File: src/rtl/bcd_to_bin.sv
// -----------------------------------------------------------------------------
// bcd_to_bin
//   Sequential packed-BCD to unsigned binary converter (reverse double-dabble).
//   Each conversion takes W = 4*NDIG clock steps, one shift/correct per edge.
//   A conversion whose input holds any digit > 9 still runs the full W steps
//   (fixed latency), then reports bin_out = 0 with err = 1.
//
// Handshake:
//   start is sampled on a rising edge only while busy = 0; it is not queued.
//   busy is high from the edge after acceptance until the last step.
//   done is a one-cycle pulse that is never high while busy is high. bin_out
//   and err update together with done and hold until the next done or reset.
//
// Ports:
//   clk     : system clock, rising edge active
//   rst_n   : asynchronous active-low reset
//   start   : conversion request, accepted when busy = 0
//   bcd_in  : packed BCD, [W-1:W-4] is the most significant digit
//   busy    : conversion in progress
//   done    : single-cycle result-valid pulse
//   bin_out : unsigned binary result
//   err     : input of the last conversion held an invalid digit
// -----------------------------------------------------------------------------
module bcd_to_bin #(
  parameter  int NDIG = 4,
  localparam int W    = 4 * NDIG
) (
  input  logic         clk,
  input  logic         rst_n,
  input  logic         start,
  input  logic [W-1:0] bcd_in,
  output logic         busy,
  output logic         done,
  output logic [W-1:0] bin_out,
  output logic         err
);

  // Step counter has to reach W-1 (the index of the final step).
  localparam int CW = $clog2(W + 1);

  typedef enum logic {
    IDLE = 1'b0,
    CONV = 1'b1
  } state_t;

  // state_q is left as a plain named signal so checkers can bind to it.
  state_t           state_q;
  state_t           state_d;
  logic [2*W-1:0]   sr_q;
  logic [2*W-1:0]   sr_shift;
  logic [2*W-1:0]   sr_step;
  logic [CW-1:0]    cnt_q;
  logic             err_pend_q;
  logic             bad_digit;
  logic             accept;
  logic             last_step;

  // ---------------------------------------------------------------------------
  // FSM: state register
  // ---------------------------------------------------------------------------
  always_ff @(posedge clk or negedge rst_n) begin
    if (!rst_n) begin
      state_q <= IDLE;
    end else begin
      state_q <= state_d;
    end
  end

  // ---------------------------------------------------------------------------
  // FSM: next-state logic
  // ---------------------------------------------------------------------------
  always_comb begin
    state_d = state_q;
    case (state_q)
      IDLE:    if (start)     state_d = CONV;
      CONV:    if (last_step) state_d = IDLE;
      default: state_d = IDLE;
    endcase
  end

  // ---------------------------------------------------------------------------
  // FSM: outputs and step qualifiers
  // ---------------------------------------------------------------------------
  always_comb begin
    busy      = (state_q == CONV);
    accept    = (state_q == IDLE) && start;
    last_step = (state_q == CONV) && (cnt_q == CW'(W - 1));
  end

  // Any BCD digit above 9 poisons the whole conversion.
  always_comb begin
    bad_digit = 1'b0;
    for (int i = 0; i < NDIG; i++) begin
      if (bcd_in[4*i +: 4] > 4'd9) bad_digit = 1'b1;
    end
  end

  // One reverse double-dabble step: shift right, then every BCD field in the
  // upper half that became >= 8 had a ten carried into it from the digit
  // above (8 = 16/2), so it is pulled back down by 3 (16/2 - 10/2).
  always_comb begin
    sr_shift = sr_q >> 1;
    sr_step  = sr_shift;
    for (int i = 0; i < NDIG; i++) begin
      if (sr_shift[W + 4*i +: 4] >= 4'd8) begin
        sr_step[W + 4*i +: 4] = sr_shift[W + 4*i +: 4] - 4'd3;
      end
    end
  end

  // ---------------------------------------------------------------------------
  // Datapath and result registers
  // ---------------------------------------------------------------------------
  always_ff @(posedge clk or negedge rst_n) begin
    if (!rst_n) begin
      sr_q       <= '0;
      cnt_q      <= '0;
      err_pend_q <= 1'b0;
      bin_out    <= '0;
      err        <= 1'b0;
      done       <= 1'b0;
    end else begin
      done <= 1'b0;
      if (accept) begin
        sr_q       <= {bcd_in, {W{1'b0}}};
        cnt_q      <= '0;
        err_pend_q <= bad_digit;
      end else if (busy) begin
        sr_q  <= sr_step;
        cnt_q <= cnt_q + CW'(1);
        if (last_step) begin
          bin_out <= err_pend_q ? '0 : sr_step[W-1:0];
          err     <= err_pend_q;
          done    <= 1'b1;
        end
      end
    end
  end

endmodule

File: config.mk
export PLATFORM = sky130hd
export DESIGN_NAME = bcd_to_bin
export DESIGN_NICKNAME = d
export VERILOG_FILES = /design/src/rtl/bcd_to_bin.sv
export SDC_FILE = /design/constraint.sdc
export NUM_CORES = 1
export LEC_CHECK = 0
export ABC_CLOCK_PERIOD_IN_PS = 2750
export BUFFER_PORTS_ARGS = -buffer_cell sky130_fd_sc_hd__buf_2
export CAP_MARGIN = 30
export CORE_MARGIN = 5
export CORE_UTILIZATION = 35
export CTS_CLUSTER_DIAMETER = 40
export CTS_CLUSTER_SIZE = 12
export DETAILED_ROUTE_END_ITERATION = 8
export GPL_TIMING_DRIVEN = 0
export HOLD_SLACK_MARGIN = 0.08
export PLACE_DENSITY_LB_ADDON = 0.1
export SKIP_CTS_REPAIR_TIMING = 1
export SLEW_MARGIN = 10
export SYNTH_ARGS = -nofsm -noshare
export SYNTH_HDL_FRONTEND = slang
export SYNTH_SLANG_ARGS = --single-unit
File: constraint.sdc
create_clock -name clk -period 2.75 [get_ports clk]
set_input_delay 0.4125 -clock clk [delete_from_list [all_inputs] [get_ports clk]]
set_output_delay 0.4125 -clock clk [all_outputs]
set_load 0.02 [all_outputs]
==> run metrics, run 1 <==
Initial Utilization 36.20%; Max-slew headroom 51.98%; #FFs+latches synth 56; latest clock arrival within the worst-skew pair 0.30 ns; fin crit share 69.01%; CTS root buffer clkbuf_8; logic gate share of total power between 40 and 50%; clk buf depth 2; Die Ht 97.08 um; syn_nets around 290; layout cells sized above 1 a little under a fifth; grt ovf 0; pwr/cell area 1045 nW/um^2; PnR Total Power 3187 uW; syn avg cell area 9.939 um^2; CP Launch Type register; synth warn 0; Worst Path Max Fanout 10; Max Freq 0.5270 GHz; post-detail-place hpwl 4105 um; internal power around 1900 uW; Psw 1260 uW; Buffers on Ports 36; # IOs 38; Tot GR Track Use 12.94%; Seq/Total Area, Yosys approximately 53%; TritonCTS clock tree built; H-tree depth 2; clk slew on worst S/H paths 0.10 ns; Die X 97.08 um; Clk pwr share 14.1%; DRC violations left 0; Final Max Tran Viols 0; vias in the first global route 2045; setup tns final 0 ns; highest-count cells in the layout ignoring fill and taps dfrtp_1, nand2_1, buf_2; final hold slack 0.1580 ns; core area 7331 um^2; n_diodes 0; Critical R2R Launch cnt_q[0]; Worst-Margin Slew 0.7204 ns; total wire length 5707 um; Worst R2R End bin_out[3]; nets@finish between 300 and 400; Layout Skew 0.008860 ns; gp weighted congestion 0.7204; commonest non-fill, non-tap cell in the layout dfrtp_1; 1st-iter DRT viols 29; initial antenna violation count 0; final setup fails 0; final design utilization 41.59%; Worst Reg-to-Reg Cells 6; Hold Crit Class in -> async; first drt pass iteration count 4; critical path type reg -> reg; Max VDD drop 0.4336 mV; arrival time worst endpoint 2.07 ns; Die Area 9424 um^2; Vias/cell between 4 and 5; Num CTS Buffers 5; post-layout min period approximately 1.9 ns; Setup crit end kind register; distinct cell type count after synthesis 31; synthesized instance count 267; switching share of power about two fifths; post-route ant nets 0; status finished clean; Flop pwr share 45.7%; Mapped Area between 2000 and 3000 um^2; Cell Rows 31; # clock sinks 56; largest net degree at the start of global routing 57; WP data required 2.93 ns; Final Hold Fails 0; first-pass GRT wire length just over 10000 um; max cap viols 0; Lkg Pwr around 0.0015 uW; r2r setup slk 0.85 ns; RSZ-0062 raised after global routing no; drt wl/cell between 10 and 15 um; area grow syn2layout 14.90%; via count 1930
[worst max path at each step]
| stage | from | end | slack, ns | cells past startpoint |
|---|---|---|---|---|
| 2_1_floorplan | cnt_q[0] | bin_out[2] | 1.17 | 6 |
| 6_report | cnt_q[0] | bin_out[3] | 0.85 | 6 |
| 5_1_grt | cnt_q[0] | bin_out[4] | 0.62 | 6 |
| 4_1_cts | cnt_q[0] | bin_out[3] | 0.82 | 6 |
| 3_3_place_gp | cnt_q[0] | bin_out[6] | 0.85 | 6 |
| 3_5_place_dp | cnt_q[0] | bin_out[3] | 0.83 | 6 |
[Yosys cell counts]
| library cell | number | share of area [%] |
|---|---|---|
| clkbuf_1 | 5 | 0.71 |
| nand2b_4 | 1 | 0.52 |
| dfrtp_1 | 56 | 53 |
| o21ai_0 | 39 | 7.4 |
| nand3_1 | 1 | 0.19 |
| xnor2_1 | 4 | 1.3 |
| buf_4 | 2 | 0.57 |
| o211a_1 | 6 | 2.3 |
| buf_6 | 2 | 0.85 |
| xor2_1 | 4 | 1.3 |
| nor2b_1 | 3 | 0.71 |
| buf_2 | 6 | 1.1 |
| a21oi_1 | 9 | 1.7 |
| and3_1 | 1 | 0.24 |
| o21ba_2 | 1 | 0.38 |
| mux2i_1 | 10 | 3.8 |
| inv_2 | 1 | 0.14 |
| o21ba_1 | 2 | 0.75 |
| a41oi_1 | 1 | 0.33 |
| a21o_1 | 1 | 0.28 |
| a22o_1 | 1 | 0.33 |
| o22ai_1 | 3 | 0.71 |
| nand2b_1 | 31 | 7.3 |
| inv_1 | 8 | 1.1 |
| or3_1 | 1 | 0.24 |
| nor2_2 | 1 | 0.24 |
| ha_1 | 8 | 3.8 |
| nor2_1 | 1 | 0.14 |
| nand2_1 | 50 | 7.1 |
| o21ai_1 | 7 | 1.3 |
| mux2_2 | 1 | 0.42 |
[cell type report]
class / count / area, um^2
Buffer: 15 / 86.33
Timing Repair Buffer: 36 / 182.7
Tap cell: 99 / 123.9
Inverter: 9 / 33.78
Sequential cell: 56 / 1401
Fill cell: 754 / 4282
Clock inverter: 2 / 16.27
Clock buffer: 6 / 72.57
Multi-Input combinational cell: 187 / 1132
[critical path, cell delays in order (launching register included)]
cell and delay [ns]:
dfrtp_1 0.42, ha_1 0.23, and3_1 0.19, ha_1 0.19
nand2_1 0.20, clkbuf_1 0.38, o21ai_0 0.16
[logic make-up after synthesis]
group	count (synthesis)	synth area share, %
xor+xnor	8	2.640
mux	11	4.196
flops	56	52.81
buf+inv	24	4.526
simple gates	90	16.64
compound gates	70	15.42
fa+ha+maj	8	3.772
[through the flow]
step / cell area [um^2] / instances / setup slack [ns]
2_1_floorplan: 2654 / 267 / 1.166
3_3_place_gp: 2958 / 402 / 0.8495
3_5_place_dp: 2960 / 402 / 0.8290
4_1_cts: 3049 / 410 / 0.8209
5_1_grt: 3049 / 410 / 0.6210
6_report: 3049 / 410 / 0.8523
[sequential cells by signal, indices dropped and copies added, names as in the netlist]
register	count
err_pend_q	1
err	1
done	1
bin_out	16
cnt_q	5
sr_q	31
busy	1
[routing by layer]
metal  GRT usage (%)  part of all wire [%]
met3           3.733                   5.5
met1           16.48                    47
met4           2.916                  0.60
met2           21.76                    47
met5               0                     0
[power by group through the flow]
| stage | Sequential, uW | Combinational [uW] | Clock, uW |
|---|---|---|---|
| after global placement | 1470 | 1280 | 0 |
| final | 1460 | 1280 | 448 |
| after detailed placement | 1480 | 1310 | 0 |
| after CTS | 1460 | 1310 | 479 |
| after global routing | 1520 | 1470 | 503 |
| after floorplan | 1540 | 836 | 0 |
Note: power is estimated with default switching activity, not from simulation.
==> inputs of run 2 (changes only) <==
--- a/config.mk
+++ b/config.mk
@@ -5,7 +5,7 @@
 export SDC_FILE = /design/constraint.sdc
 export NUM_CORES = 1
 export LEC_CHECK = 0
-export ABC_CLOCK_PERIOD_IN_PS = 2750
+export ABC_CLOCK_PERIOD_IN_PS = 1700
 export BUFFER_PORTS_ARGS = -buffer_cell sky130_fd_sc_hd__buf_2
 export CAP_MARGIN = 30
 export CORE_MARGIN = 5
==> constraint.sdc (replaced) <==
create_clock -name clk -period 1.7 [get_ports clk]
set_input_delay 0.255 -clock clk [delete_from_list [all_inputs] [get_ports clk]]
set_output_delay 0.255 -clock clk [all_outputs]
set_load 0.02 [all_outputs]
==> run 2 against run 1 <==
Against the previous run: first-iteration DRC count fell by 24%; die area did not move; wire length rose by 0.53%; fmax rose by 17%; non-clock buffer count rose by 1; clock skew barely moved; critical path depth fell by 1; sequential power rose by 62%; via count rose by 0.67%; power rose by 62%; clock power rose by 62%; combinational power rose by 63%; critical path type unchanged.
==> run metrics, run 2 (same netlist as run 1, synthesis figures left out) <==
status finished clean; clk slew on worst S/H paths 0.10 ns (about the same); nets@finish 338 (+0.30%); grt ovf 0 (unchanged); Worst R2R End err; Setup crit end kind register; gp weighted congestion 0.7204 (unchanged); Die Area 9424 um^2 (unchanged); CP Launch Type register; WP data required 1.90 ns (-1.03 ns); drt wl/cell 13.96 um (+0.28%); Biggest register sr_q; post-route ant nets 0 (unchanged); max incr delay on CP 0.42 ns (about the same); total wire length 5737 um (+0.53%); via count 1943 (+0.67%); crit-path cells ha_1 -> and3_1 -> ha_1 -> nand2_4 -> mux2_2; DRC violations left 0 (unchanged); # clock sinks 56 (unchanged); highest-count cells in the layout ignoring fill and taps dfrtp_1, nand2_1, o21ai_0, buf_2, nand2b_1; Max VDD drop 0.7005 mV (+62%); Cell Count, Final, Fillers Out 411 (+0.24%); Die X 97.08 um (unchanged); slowest CP cell dfrtp_1; CP startpoint cnt_q[0]; commonest non-fill, non-tap cell in the layout dfrtp_1; Num CTS Buffers 5 (unchanged); Lkg Pwr 0.001514 uW (+1.1%); Largest register FFs 31 (unchanged); dpl cells 402 (unchanged); biggest regs sr_q (31), bin_out (16), cnt_q (5); pre-CTS setup slack -0.2210 ns (-1.050 ns); multi-input gate area in the final layout 1140 um^2 (+0.66%); max cap viols 0 (unchanged); Tot GR Track Use 12.94% (unchanged); Hold Crit Class in -> reg; Vias/cell 4.727 (+0.43%); clk buf depth 2 (unchanged); area grow syn2layout 16.03%; Die Ht 97.08 um (unchanged); vias in the first global route 2045 (unchanged); Filler cells 748 (-0.80%); TritonCTS clock tree built; Cell Rows 31 (unchanged); Initial Utilization 36.20% (unchanged); RSZ-0062 raised after global routing no; Buffers on Ports 36 (unchanged); layout cells sized above 1 19.23% (+0.58 points); Layout Skew 0.009196 ns (+0.0003363 ns); pwr/cell area 1681 nW/um^2 (+61%); register cell area after layout 1401 um^2 (unchanged); # IOs 38 (unchanged); largest net degree at the start of global routing 57 (unchanged); latest clock arrival within the worst-skew pair 0.30 ns (about the same); n_diodes 0 (unchanged); Final WS setup 0.08322 ns (-0.7691 ns); post-detail-place hpwl 4105 um (unchanged); 1st-iter DRT viols 22 (-24%); Final Hold Fails 0 (unchanged); CTS root buffer clkbuf_8; Max Freq 0.6185 GHz (+17%); core area 7331 um^2 (unchanged); H-tree depth 2 (unchanged); Max-slew headroom 51.94% (about the same); fin crit share 95.10% (+26 points); Worst Path Max Fanout 7 (-3); Worst Reg-to-Reg Cells 5 (-1); Worst Setup EP err; Critical R2R Launch cnt_q[0]; critical path type reg -> reg; most frequent CP cell ha_1; r2r setup slk 0.08 ns (-0.77 ns); first-pass GRT wire length 10220 um (unchanged); initial antenna violation count 0 (unchanged); post-layout min period 1.617 ns (-0.2809 ns); Final Max Tran Viols 0 (unchanged); Worst-Margin Slew 0.7210 ns (+0.0006067 ns); arrival time worst endpoint 1.82 ns (-0.25 ns); final setup fails 0 (unchanged); first drt pass iteration count 4 (unchanged)
run 2: critical path: cells and delay by family (launching register included):
family | cells | cell delay (ns)
adders and majority gates | 2 | 0.45
and+or+nand+nor | 2 | 0.30
DFF | 1 | 0.42
muxes | 1 | 0.34
run 2: cell type report:
cell class,count,area share (%)
clock buffer,6,2.357
tap,99,4.023
inverter,9,1.097
buffer,15,3.210
sequential,56,45.51
timing repair buffer,37,6.258
multi-input combinational,187,37.02
clock inverter,2,0.5282
run 2: report_power, final:
group / switching (uW) / total (uW) / internal, uW / leakage (uW)
registers: 465 / 2360 / 1900 / 0.000720
logic: 1150 / 2090 / 932 / 0.000753
clock network: 432 / 726 / 294 / 0.0000414
total: 2050 / 5180 / 3130 / 0.00151
run 2: per-stage QoR:
step	utilization, %	TNS (ns)	total power, uW	area, um^2	hold slack [ns]
4_1_cts	41.59	-2.175	5261	3049	0.01621
5_1_grt	42.00	0	5670	3079	0.2507
2_1_floorplan	-	0	3842	2654	-0.04059
3_3_place_gp	40.35	-1.800	4443	2958	0.4586
6_report	42.00	0	5176	3079	0.2361
3_5_place_dp	40.38	-2.020	4507	2960	0.3630
run 2: worst min-delay path by stage:
stage                     start          end  slack (ns)  cells past startpoint
floorplan                 rst_n   bin_out[0]       -0.04                      0
global placement    bin_out[12]  bin_out[12]        0.46                      2
detailed placement        rst_n   bin_out[0]        0.36                      1
CTS                       rst_n   bin_out[0]        0.02                      1
global route          bcd_in[4]     sr_q[20]        0.25                      3
finish                bcd_in[4]     sr_q[20]        0.24                      3
run 2: routing by layer:
layer,vias up,part of all wire [%],track usage [%]
met2,40,46,21.76
met5,-,0,0
met1,929,48,16.48
li1,969,-,-
met4,0,0.96,2.916
met3,5,5.6,3.733
